$ cat src/rtl/fft_input_stage_if.sv
// Sample-in / RAM-write bundle for fft_input_stage.
// Handshake: a pair transfers on a rising clk edge where in_valid && in_ready; no other edge moves data.
interface fft_input_stage_if #(
  parameter int WORD_SIZE  = 16,
  parameter int ADDR_WIDTH = 5
);
  logic                   in_valid;
  logic                   in_ready;
  logic [2*WORD_SIZE-1:0] sample1;
  logic [2*WORD_SIZE-1:0] sample2;
  logic [2*WORD_SIZE-1:0] comp1;
  logic [2*WORD_SIZE-1:0] comp2;
  logic [ADDR_WIDTH-1:0]  addr1;
  logic [ADDR_WIDTH-1:0]  addr2;
  logic                   wr_en;

  modport master (
    output in_valid, sample1, sample2,
    input  in_ready, comp1, comp2, addr1, addr2, wr_en
  );

  modport slave (
    input  in_valid, sample1, sample2,
    output in_ready, comp1, comp2, addr1, addr2, wr_en
  );
endinterface

$ cat src/rtl/fft_input_stage.sv
// Radix-2 stage-0 butterfly with frame sequencing and paired RAM write addresses.
// Define FFT_INPUT_BITREV_EN to emit bit-reversed write addresses instead of natural order.
module fft_input_stage #(
  parameter int N          = 32,
  parameter int WORD_SIZE  = 16,
  parameter int ADDR_WIDTH = $clog2(N),
  parameter int SCALE      = 1
) (
  input  logic             clk,
  input  logic             reset,
  input  logic             en,
  input  logic             start,
  fft_input_stage_if.slave bus,
  output logic             busy,
  output logic             frame_done,
  output logic             overflow,
  output logic [1:0]       fsm_state
);
  localparam int W  = WORD_SIZE;
  localparam int EW = WORD_SIZE + 1;
  localparam int KW = ADDR_WIDTH - 1;

  localparam logic [1:0] ST_IDLE = 2'd0;
  localparam logic [1:0] ST_RUN  = 2'd1;
  localparam logic [1:0] ST_DONE = 2'd2;

  localparam logic [KW-1:0] K_LAST = KW'(N / 2 - 1);

  logic [1:0]            state;
  logic [KW-1:0]         k;
  logic [ADDR_WIDTH-1:0] nat_addr;
  logic [2*W-1:0]        comp1_q;
  logic [2*W-1:0]        comp2_q;
  logic                  wr_en_q;
  logic                  accept;
  logic                  last_pair;
  logic                  pair_ovf;

  logic signed [EW-1:0] re1, im1, re2, im2;
  logic signed [EW-1:0] sum_re, sum_im, dif_re, dif_im;

  function automatic logic [W-1:0] fit(input logic signed [EW-1:0] v);
    if (SCALE != 0) fit = v[EW-1:1];
    else            fit = v[W-1:0];
  endfunction

  function automatic logic wraps(input logic signed [EW-1:0] v);
    return v[EW-1] ^ v[EW-2];
  endfunction

  function automatic logic [ADDR_WIDTH-1:0] map_addr(input logic [ADDR_WIDTH-1:0] a);
`ifdef FFT_INPUT_BITREV_EN
    for (int i = 0; i < ADDR_WIDTH; i++) map_addr[i] = a[ADDR_WIDTH-1-i];
`else
    map_addr = a;
`endif
  endfunction

  assign bus.in_ready = (state == ST_RUN) && en;
  assign accept       = bus.in_ready && bus.in_valid;
  assign last_pair    = (k == K_LAST);

  assign re1 = {bus.sample1[2*W-1], bus.sample1[2*W-1:W]};
  assign im1 = {bus.sample1[W-1],   bus.sample1[W-1:0]};
  assign re2 = {bus.sample2[2*W-1], bus.sample2[2*W-1:W]};
  assign im2 = {bus.sample2[W-1],   bus.sample2[W-1:0]};

  // One extra bit of headroom makes every sum/difference exact.
  assign sum_re = re1 + re2;
  assign sum_im = im1 + im2;
  assign dif_re = re1 - re2;
  assign dif_im = im1 - im2;

  assign pair_ovf = (SCALE == 0) &&
                    (wraps(sum_re) || wraps(sum_im) || wraps(dif_re) || wraps(dif_im));

  always_ff @(posedge clk or posedge reset) begin
    if (reset) begin
      state      <= ST_IDLE;
      k          <= '0;
      nat_addr   <= '0;
      comp1_q    <= '0;
      comp2_q    <= '0;
      wr_en_q    <= 1'b0;
      frame_done <= 1'b0;
      overflow   <= 1'b0;
    end else begin
      // accept already requires en, so both strobes drop whenever en is low.
      wr_en_q    <= accept;
      frame_done <= accept && last_pair;
      if (en) begin
        case (state)
          ST_IDLE: begin
            if (start) begin
              state    <= ST_RUN;
              k        <= '0;
              overflow <= 1'b0;
            end
          end
          ST_RUN: begin
            if (accept) begin
              comp1_q  <= {fit(sum_re), fit(sum_im)};
              comp2_q  <= {fit(dif_re), fit(dif_im)};
              nat_addr <= {k, 1'b0};
              k        <= k + 1'b1;
              if (pair_ovf) overflow <= 1'b1;
              if (last_pair) state <= ST_DONE;
            end
          end
          ST_DONE: begin
            if (start) begin
              state    <= ST_RUN;
              k        <= '0;
              overflow <= 1'b0;
            end else begin
              state <= ST_IDLE;
            end
          end
          default: state <= ST_IDLE;
        endcase
      end
    end
  end

  assign bus.comp1 = comp1_q;
  assign bus.comp2 = comp2_q;
  assign bus.wr_en = wr_en_q;
  assign bus.addr1 = map_addr(nat_addr);
  assign bus.addr2 = map_addr(nat_addr | ADDR_WIDTH'(1));
  assign busy      = (state != ST_IDLE);
  assign fsm_state = state;
endmodule
$ cat src/flat_wrapper.sv
// flat-port wrapper written by rule: the top's interface ports become plain ports
module fft_input_stage_flat 
#(
  parameter int N          = 32,
  parameter int WORD_SIZE  = 16,
  parameter int ADDR_WIDTH = $clog2(N),
  parameter int SCALE      = 1
)
  (clk, reset, en, start, busy, frame_done, overflow, fsm_state, bus_in_valid, bus_sample1, bus_sample2, bus_in_ready, bus_comp1, bus_comp2, bus_addr1, bus_addr2, bus_wr_en);
  fft_input_stage_if #(.WORD_SIZE(WORD_SIZE), .ADDR_WIDTH(ADDR_WIDTH)) bus_i ();
  input  logic clk;
  input  logic reset;
  input  logic en;
  input  logic start;
  output logic busy;
  output logic frame_done;
  output logic overflow;
  output logic [1:0] fsm_state;
  input wire logic [$bits(bus_i.in_valid)-1:0] bus_in_valid;
  input wire logic [$bits(bus_i.sample1)-1:0] bus_sample1;
  input wire logic [$bits(bus_i.sample2)-1:0] bus_sample2;
  output wire logic [$bits(bus_i.in_ready)-1:0] bus_in_ready;
  output wire logic [$bits(bus_i.comp1)-1:0] bus_comp1;
  output wire logic [$bits(bus_i.comp2)-1:0] bus_comp2;
  output wire logic [$bits(bus_i.addr1)-1:0] bus_addr1;
  output wire logic [$bits(bus_i.addr2)-1:0] bus_addr2;
  output wire logic [$bits(bus_i.wr_en)-1:0] bus_wr_en;
  assign bus_i.in_valid = bus_in_valid;
  assign bus_i.sample1 = bus_sample1;
  assign bus_i.sample2 = bus_sample2;
  assign bus_in_ready = bus_i.in_ready;
  assign bus_comp1 = bus_i.comp1;
  assign bus_comp2 = bus_i.comp2;
  assign bus_addr1 = bus_i.addr1;
  assign bus_addr2 = bus_i.addr2;
  assign bus_wr_en = bus_i.wr_en;
  fft_input_stage #(.N(N), .WORD_SIZE(WORD_SIZE), .ADDR_WIDTH(ADDR_WIDTH), .SCALE(SCALE)) u_core (.clk(clk), .reset(reset), .en(en), .start(start), .bus(bus_i), .busy(busy), .frame_done(frame_done), .overflow(overflow), .fsm_state(fsm_state));
endmodule
$ cat config.mk
export PLATFORM = sky130hd
export DESIGN_NAME = fft_input_stage_flat
export DESIGN_NICKNAME = d
export VERILOG_FILES = /design/src/rtl/fft_input_stage_if.sv /design/src/rtl/fft_input_stage.sv /design/src/flat_wrapper.sv
export SDC_FILE = /design/constraint.sdc
export NUM_CORES = 1
export LEC_CHECK = 0
export BUFFER_PORTS_ARGS = -buffer_cell sky130_fd_sc_hd__buf_2
export CAP_MARGIN = 10
export CORE_UTILIZATION = 45
export CTS_CLUSTER_DIAMETER = 80
export CTS_CLUSTER_SIZE = 28
export DETAILED_ROUTE_END_ITERATION = 8
export HOLD_SLACK_MARGIN = 0.06
export PLACE_DENSITY_LB_ADDON = 0.15
export SETUP_SLACK_MARGIN = 0.4
export SLEW_MARGIN = 20
export SYNTH_ARGS = -nofsm -noshare
export SYNTH_HDL_FRONTEND = slang
export SYNTH_SLANG_ARGS = --single-unit
$ cat constraint.sdc
create_clock -name clk -period 3.9 [get_ports clk]
set_input_delay 0.78 -clock clk [delete_from_list [all_inputs] [get_ports clk]]
set_output_delay 0.78 -clock clk [all_outputs]
set_load 0.02 [all_outputs]
==> results of run 1 <==
[final cells by class]
class                      count  area share, %
clock inverter                 6           1.59
timing repair buffer         150           10.9
inverter                      67           3.62
tap                          172           3.08
multi-input combinational    531           50.2
clock buffer                  10           3.42
sequential                    76           27.2
[worst register-to-register path, cell delays in order, from the launching register on]
cell and delay, ns:
dfrtp_1 0.44, inv_1 0.12, nor3_1 0.40, nand2_4 0.07, buf_4 0.28, buf_4 0.40, a2111oi_0 0.45, nor3_1 0.11
[metrics by stage]
stage | setup slack (ns) | utilization [%] | instances | total power [mW]
final | 0.921 | 55.2 | 1012 | 3.36
after detailed placement | 0.627 | 52.4 | 996 | 2.38
after global routing | 0.718 | 55.2 | 1012 | 3.57
after global placement | 0.652 | 52.4 | 996 | 2.36
after CTS | 0.935 | 55.2 | 1012 | 3.39
after floorplan | 0.936 | - | 720 | 1.98
[path summary, 6_finish.rpt]
kind | startpoint | to | slack, ns | cells after the start
min in group asynchronous | reset | u_core.bus.comp2[0]$_DFFE_PP0P_ | 0.57 | 2
hold / removal | u_core.bus.comp2[7]$_DFFE_PP0P_ | u_core.bus.comp2[7]$_DFFE_PP0P_ | 0.47 | 2
hold reg to reg | u_core.bus.comp2[7]$_DFFE_PP0P_ | u_core.bus.comp2[7]$_DFFE_PP0P_ | 0.47 | 2
max in group asynchronous | reset | u_core.k[1]$_DFFE_PP0P_ | 2.38 | 3
setup / recovery | bus_sample2[18] | u_core.bus.comp1[30]$_DFFE_PP0P_ | 0.92 | 10
setup reg to reg | u_core.fsm_state[0]$_DFFE_PP0P_ | u_core.bus.comp1[31]$_DFFE_PP0P_ | 1.50 | 7
[layer usage]
metal / track usage (%) / vias to the layer above / wire [um]
met3: 3.79 / 14 / 804
met5: 0 / - / 0
met2: 37.1 / 153 / 6860
met1: 31.2 / 2577 / 7260
li1: - / 2690 / -
met4: 7.69 / 0 / 167
[cells by family (layout without fill, tap and decap cells)]
group | Yosys count | after routing
other | 2 | 3
multiplexers | 3 | 3
buffers and inverters | 113 | 233
AO/OA/AOI/OAI | 202 | 202
XOR/XNOR | 46 | 46
adder cells (fa/ha/maj) | 65 | 65
flip-flops | 76 | 76
AND/OR/NAND/NOR | 212 | 212
[state kept, by name, indices dropped and copies added (netlist names)]
register,count
u_core.bus.addr1,4
u_core.bus.comp1,32
u_core.bus.comp2,32
u_core.bus.wr_en,1
u_core.frame_done,1
u_core.fsm_state,2
u_core.k,4
[synth_stat cells, drive strengths merged, types with 10 or more instances]
cell type	count
nor2	41
dfrtp	76
ha	61
clkbuf	33
a31oi	13
inv	66
o31ai	10
nand2b	10
nand2	95
nor3	18
o21ai	73
xnor2	38
buf	13
a21oi	49
[where the power goes]
| part | switching [mW] | internal [mW] | leakage (nW) | total (mW) |
|---|---|---|---|---|
| sequential | 0.122 | 0.988 | 0.939 | 1.11 |
| combinational | 0.802 | 0.454 | 2.46 | 1.26 |
| clock | 0.355 | 0.643 | 0.169 | 0.998 |
| total | 1.28 | 2.09 | 3.57 | 3.36 |
==> impl_metrics.json, run 1 <==
{
  "crit_chain": "buf_2 -> inv_1 -> ha_1 -> and4bb_1 -> o31ai_1 -> a2111o_1 -> a2111o_1 -> a211oi_2 -> or3_1 -> a31oi_1",
  "drc_errors": 0,
  "skew_ns": 0.00435,
  "most-common-layout-cells": "buf_2, nand2_1, dfrtp_1",
  "fin_crit_sh_pct": 76.4,
  "die_x_um": 116,
  "synth_top_area_share_pct": 32.4,
  "gp_congestion": 0.898,
  "maxSlewViolCount": 0,
  "placed_area_um2": 6640,
  "clk_pin_slew_ns": 0.06,
  "drt_wl_total_um": 15100,
  "critPathTopFamily": "compound AO/OA/AOI/OAI gates",
  "clk_path_buf_depth": 2,
  "grt_pass1_wl_um": 24300,
  "crit_top_cell": "a2111o_1",
  "p_leak_nw": 3.57,
  "outcome": "finished, final reports clean",
  "ctsHoldBuffers": 0,
  "clock_latency_ns": 0.34,
  "post_cts_buffers": 0,
  "num-nets-final": 969,
  "design_area_um2": 6990,
  "muxShareOfSynthArea_pct": 0.512,
  "diodes": 0,
  "peakVddDrop_uv": 213,
  "ys.flop_type": "dfrtp_1",
  "cts_tree": "yes",
  "n_fill_cell": 1236,
  "whs_ns": 0.473,
  "cp.arrival_ns": 3.16,
  "path_class": "input port to register",
  "finalHoldViolations": 0,
  "die_h_um": 116,
  "synth-seq-area-share_pct": 32.4,
  "fmax_ghz": 0.336,
  "drt_iter0_drc": 282,
  "initial_core_util_pct": 46.3,
  "slew_headroom_pct": 43.3,
  "area_growth_pct": 19.2,
  "cts.htree.levels": 3,
  "grt_max_degree": 77,
  "multi_input_area_um2": 3510,
  "clock-root-buffer": "clkbuf_16",
  "synthXorXnorAreaFrac_pct": 6.87,
  "dpl.hpwl_um": 11600,
  "finalSetupViolCount": 0,
  "worstPathRequired_ns": 4.08,
  "crit_buf_inv": 2,
  "clkSinkCount": 76,
  "cp_max_fo": 8,
  "ant_nets": 0,
  "finalCriticalPeriod_ns": 2.98,
  "yosys.area.top_type": "dfrtp_1",
  "slowest_stage": "a2111o_1",
  "io_pins": 150,
  "synth_area_leaders": "dfrtp_1, ha_1, nand2_1",
  "num_vias": 5434,
  "yosys.area_share.simple_pct": 16.5,
  "drive_above_1_share_pct": 20.6,
  "synth_fa_ha_area_share_pct": 14.4,
  "via_per_inst": 5.37,
  "synth_top_family_by_area": "compound AO/OA/AOI/OAI gates",
  "tightest_slew_ns": 0.850,
  "cts_buffers": 9,
  "synth-edff-count": 0,
  "antenna_found_initial": 0,
  "synth_cells": 719,
  "core_area_um2": 12700,
  "grt_pass1_vias": 5155,
  "ff_latch_area_um2": 1900,
  "dieArea_um2": 13500,
  "synth_compound_area_share_pct": 21.2,
  "syn_area_per_cell_um2": 8.15,
  "grt_util_all_layers_pct": 22.9,
  "ys_ff_latch": 76,
  "mostFrequentLayoutCell": "buf_2",
  "syn_area_um2": 5860,
  "grt_overflow_total": 0,
  "slowest_delay_ns": 0.47,
  "yosys_warnings": 0,
  "cts_resized": 0,
  "row_count": 41,
  "synth_cell_types": 60,
  "start_kind": "input port",
  "tns_ns": 0,
  "maxCapViolCount": 0,
  "io_buffers": 146,
  "end_kind": "register",
  "firstDrtPassIters": 5,
  "rsz0062_at_grt": "false",
  "wl_per_cell_um": 14.9,
  "ys_async_sr_fraction_pct": 100,
  "power_density_nw_per_um2": 481,
  "hold_class": "register to register"
}
No activity file was read; power rests on OpenSTA's default activity.
==> inputs of run 2 (changes only) <==
clock period = 2.63 ns   (was 3.9 ns; I/O delays follow)
==> run 2 against run 1 <==
Against the previous run: worst hold slack got worse by 0.28 ns; combinational power rose by 65%; via count increased by 3.3%; critical endpoint unchanged; register-to-register slack worse by 0.87 ns; final area grew 10%; largest cell class unchanged; clock skew is 0.0010 ns higher; sequential power is 49% higher; highest routed layer unchanged; global-route usage rose by 0.87 points.
==> impl_metrics.json, run 2 (synthesized netlist as in run 1, its figures left out) <==
{
  "fin_crit_sh_pct": 88.3,
  "diodes": 0,
  "rsz0062_at_grt": "true",
  "drive_above_1_share_pct": 31.0,
  "most-common-layout-cells": "buf_2, nand2_1, dfrtp_1",
  "hold_class": "input port to async pin",
  "finalHoldViolations": 0,
  "core_area_um2": 12700,
  "via_per_inst": 5.29,
  "drc_errors": 0,
  "mostFrequentLayoutCell": "buf_2",
  "maxCapViolCount": 0,
  "cts_buffers": 9,
  "end_kind": "register",
  "worstPathRequired_ns": 2.90,
  "grt_overflow_total": 0,
  "drt_wl_total_um": 15900,
  "outcome": "finished, final reports clean",
  "start_kind": "input port",
  "cp_max_fo": 4,
  "dpl.hpwl_um": 12400,
  "tns_ns": 0,
  "clock-root-buffer": "clkbuf_16",
  "finalCriticalPeriod_ns": 2.32,
  "n_fill_cell": 1179,
  "cts.htree.levels": 3,
  "grt_max_degree": 47,
  "antenna_found_initial": 0,
  "drt_iter0_drc": 284,
  "clk_path_buf_depth": 2,
  "die_h_um": 116,
  "ant_nets": 0,
  "layout.cells.non_filler": 1060,
  "dieArea_um2": 13500,
  "path_class": "input port to register",
  "layout_setup_ws_ns": 0.307,
  "firstDrtPassIters": 4,
  "num-nets-final": 1018,
  "fmax_ghz": 0.430,
  "clock_latency_ns": 0.34,
  "area_growth_pct": 31.3,
  "io_pins": 150,
  "io_buffers": 146,
  "gp_congestion": 0.924,
  "maxSlewViolCount": 0,
  "skew_ns": 0.00539,
  "wl_per_cell_um": 15.0,
  "die_x_um": 116,
  "power_density_nw_per_um2": 637,
  "pre_cts_ws_ns": -0.171,
  "whs_ns": 0.196,
  "clkSinkCount": 76,
  "peakVddDrop_uv": 280,
  "finalSetupViolCount": 0,
  "p_leak_nw": 3.83,
  "cp.arrival_ns": 2.59,
  "grt_pass1_wl_um": 25000,
  "num_vias": 5612,
  "dp_cells": 1041,
  "cts_tree": "yes",
  "row_count": 41,
  "grt_util_all_layers_pct": 23.8,
  "clk_pin_slew_ns": 0.06,
  "initial_core_util_pct": 46.3,
  "rr_worst_depth": 8,
  "grt_pass1_vias": 5321
}
## run 2: cell type report
class | count | area [um^2] | area share (%)
clock buffers | 13 | 260 | 3.38
inverters | 67 | 265 | 3.45
flip-flops and latches | 76 | 1900 | 24.7
well taps | 172 | 215 | 2.80
repair buffers | 199 | 1160 | 15.1
clock inverters | 2 | 10.0 | 0.130
multi-input cells | 531 | 3880 | 50.4
## run 2: metal layers
metal,track usage [%],share of wire (%),up-vias
met5,0,0,-
met4,8.89,2.4,0
met3,3.01,4.6,29
met2,43.0,51,172
met1,28.9,42,2644
li1,-,-,2767
## run 2: timing repair
action	4_1_cts	5_1_grt
hold buffers	0	0
resized for setup	19	40
setup buffers	2	2
endpoints found under the setup margin	13	28
hold endpoints to repair	0	0
pin swaps	16	21
## run 2: path summary, 6_finish.rpt
path | endpoint | startpoint | slack, ns
worst max register to register | u_core.k[3]$_DFFE_PP0P_ | u_core.fsm_state[0]$_DFFE_PP0P_ | 0.63
worst max-delay path | u_core.bus.comp1[30]$_DFFE_PP0P_ | bus_sample1[18] | 0.31
max in group asynchronous | u_core.bus.comp1[3]$_DFFE_PP0P_ | reset | 1.72
min in group clk | u_core.k[3]$_DFFE_PP0P_ | start | 0.41
worst min-delay path | u_core.bus.comp2[29]$_DFFE_PP0P_ | reset | 0.20
worst min register to register | u_core.bus.comp1[21]$_DFFE_PP0P_ | u_core.bus.comp1[21]$_DFFE_PP0P_ | 0.47
## run 2: power by group
part	internal [mW]	leakage, nW	switching [mW]
Clock	0.683	0.135	0.492
Combinational	0.816	2.76	1.26
Sequential	1.47	0.939	0.183
## run 2: stage by stage
step	util, %	instance area (um^2)	power [mW]
final	60.7	7700	4.90
after global routing	60.7	7700	5.20
after CTS	59.1	7490	4.87
after detailed placement	56.3	7130	3.67
after global placement	56.3	7130	3.62
after floorplan	-	6070	2.98
## run 2: critical path, stage by stage
cell and delay, ns:
buf_2 0.12, ha_4 0.22, and4bb_1 0.31, o31ai_2 0.09, a2111o_1 0.41, a2111o_1 0.41
a211oi_2 0.22, o21ai_1 0.10, a31oi_1 0.18
==> inputs of run 3 (changes only) <==
CORE_UTILIZATION = 49   (was 45)
==> run 3 against run 2 <==
Against the previous run: register-to-register slack about the same; sequential power about the same; largest cell class unchanged; clock skew up 0.00073 ns; setup slack better by 0.041 ns; largest power group unchanged; the flow now finishes with violations (DRC); wire length up 0.55%; core utilization up 6.4 points; worst hold slack better by 0.060 ns.
==> impl_metrics.json, run 3 (synthesized netlist as in run 1, its figures left out) <==
{
  "hold_class": "input port to async pin",
  "fin_crit_sh_pct": 86.8,
  "io_buffers": 146,
  "grt_util_all_layers_pct": 26.1,
  "finalSetupViolCount": 0,
  "row_count": 39,
  "power_density_nw_per_um2": 637,
  "ant_nets": 0,
  "die_h_um": 111,
  "dpl.hpwl_um": 12100,
  "diodes": 0,
  "clock_latency_ns": 0.34,
  "initial_core_util_pct": 50.9,
  "end_kind": "register",
  "path_class": "input port to register",
  "start_kind": "input port",
  "maxCapViolCount": 0,
  "outcome": "finished with violations",
  "total_power_mw": 4.93,
  "mostFrequentLayoutCell": "buf_2",
  "grt_pass1_vias": 5462,
  "antenna_found_initial": 0,
  "ff_latch_area_um2": 1900,
  "tightest_slew_ns": 0.622,
  "firstDrtPassIters": 7,
  "clk_pin_slew_ns": 0.06,
  "cts_tree": "yes",
  "drive_above_1_share_pct": 31.7,
  "clk_path_buf_depth": 2,
  "clock-root-buffer": "clkbuf_16",
  "worstPathRequired_ns": 2.85,
  "wl_per_cell_um": 15.5,
  "drt_wl_total_um": 16000,
  "dieArea_um2": 12400,
  "slowest_delay_ns": 0.42,
  "core_area_um2": 11500,
  "grt_busiest_layer": "met2",
  "cp.arrival_ns": 2.51,
  "slowest_stage": "a2111o_1",
  "num-nets-final": 1017,
  "crit_chain": "buf_2 -> inv_2 -> ha_4 -> and4bb_1 -> o31ai_2 -> a2111o_1 -> a2111o_1 -> a211oi_2 -> or3_1 -> a31oi_1",
  "io_pins": 150,
  "multi_input_area_um2": 3910,
  "most-common-layout-cells": "buf_2, nand2_1, dfrtp_1",
  "cts.htree.levels": 3,
  "cts_buffers": 9,
  "finalCriticalPeriod_ns": 2.28,
  "violations": "DRC",
  "die_x_um": 111,
  "design_area_um2": 7730,
  "grt_pass1_wl_um": 26000,
  "grt_max_degree": 70,
  "maxSlewViolCount": 0,
  "gp_congestion": 0.896,
  "fmax_ghz": 0.438,
  "finalHoldViolations": 0,
  "drc_errors": 16,
  "slew_headroom_pct": 58.4,
  "grt.met1_usage_pct": 33.5,
  "skew_ns": 0.00612,
  "grt_overflow_total": 0,
  "via_per_inst": 5.49,
  "peakVddDrop_uv": 294,
  "drt_iter0_drc": 286,
  "use_met3_pct": 3.27,
  "clkSinkCount": 76,
  "num_vias": 5654,
  "placed_area_um2": 7090,
  "n_fill_cell": 978,
  "cp_max_fo": 2,
  "rsz0062_at_grt": "true",
  "area_growth_pct": 31.9,
  "p_leak_nw": 3.83,
  "grtUsageMet2_pct": 43.5,
  "crit_top_cell": "a2111o_1"
}
==> run 3: stage by stage <==
| stage | hold WS [ns] | util [%] | TNS (ns) | std cells | setup slack (ns) |
|---|---|---|---|---|---|
| after global routing | 0.310 | 67.1 | 0 | 1030 | 0.260 |
| after global placement | 0.456 | 61.6 | -0.152 | 1008 | -0.0876 |
| after detailed placement | 0.466 | 61.6 | -0.490 | 1008 | -0.141 |
| after CTS | 0.283 | 65.0 | 0 | 1027 | 0.250 |
| final | 0.257 | 67.1 | 0 | 1030 | 0.348 |
| after floorplan | 0.481 | - | 0 | 720 | 0.0990 |
==> run 3: timing repair <==
action	in CTS	in global routing
setup endpoints to repair	18	38
gates resized for setup	21	47
buffers inserted	4	3
pin swaps	18	26
hold buffers	0	0
==> run 3: report_power, final <==
group | leakage, nW | switching (mW) | internal [mW]
Clock | 0.135 | 0.487 | 0.683
Sequential | 0.939 | 0.188 | 1.47
Combinational | 2.76 | 1.28 | 0.825
Total | 3.83 | 1.95 | 2.97
==> run 3: area by class of cell <==
| cell class | instances | share of cell area (%) |
|---|---|---|
| multi-input cells | 531 | 50.6 |
| flip-flops and latches | 76 | 24.6 |
| clock buffers | 13 | 3.37 |
| inverters | 67 | 3.48 |
| well taps | 143 | 2.31 |
| clock inverters | 2 | 0.129 |
| repair buffers | 198 | 15.5 |
==> run 3: path summary, 6_finish.rpt <==
| check | startpoint | end | slack [ns] | cells after the start |
|---|---|---|---|---|
| max in group asynchronous | reset | u_core.bus.comp2[13]$_DFFE_PP0P_ | 1.70 | 3 |
| min in group clk | start | u_core.k[3]$_DFFE_PP0P_ | 0.39 | 2 |
| min reg2reg | u_core.bus.comp2[10]$_DFFE_PP0P_ | u_core.bus.comp2[10]$_DFFE_PP0P_ | 0.47 | 2 |
| min | reset | u_core.bus.comp1[29]$_DFFE_PP0P_ | 0.26 | 2 |
| max reg2reg | u_core.fsm_state[0]$_DFFE_PP0P_ | u_core.bus.comp1[31]$_DFFE_PP0P_ | 0.64 | 6 |
| max | bus_sample2[17] | u_core.bus.comp1[30]$_DFFE_PP0P_ | 0.35 | 10 |
==> run 3: critical path: cells and delay by family <==
family | cells | cell delay (ns)
fa+ha+maj | 1 | 0.20
simple gates | 2 | 0.41
buf+inv | 2 | 0.18
compound gates | 5 | 1.19
==> run 3: per-layer routing <==
layer	share of wire, %	routed length, um	vias up
met2	50	7930	169
met4	3.1	488	0
met3	4.5	724	34
met1	43	6820	2683
li1	-	-	2768
met5	0	0	-
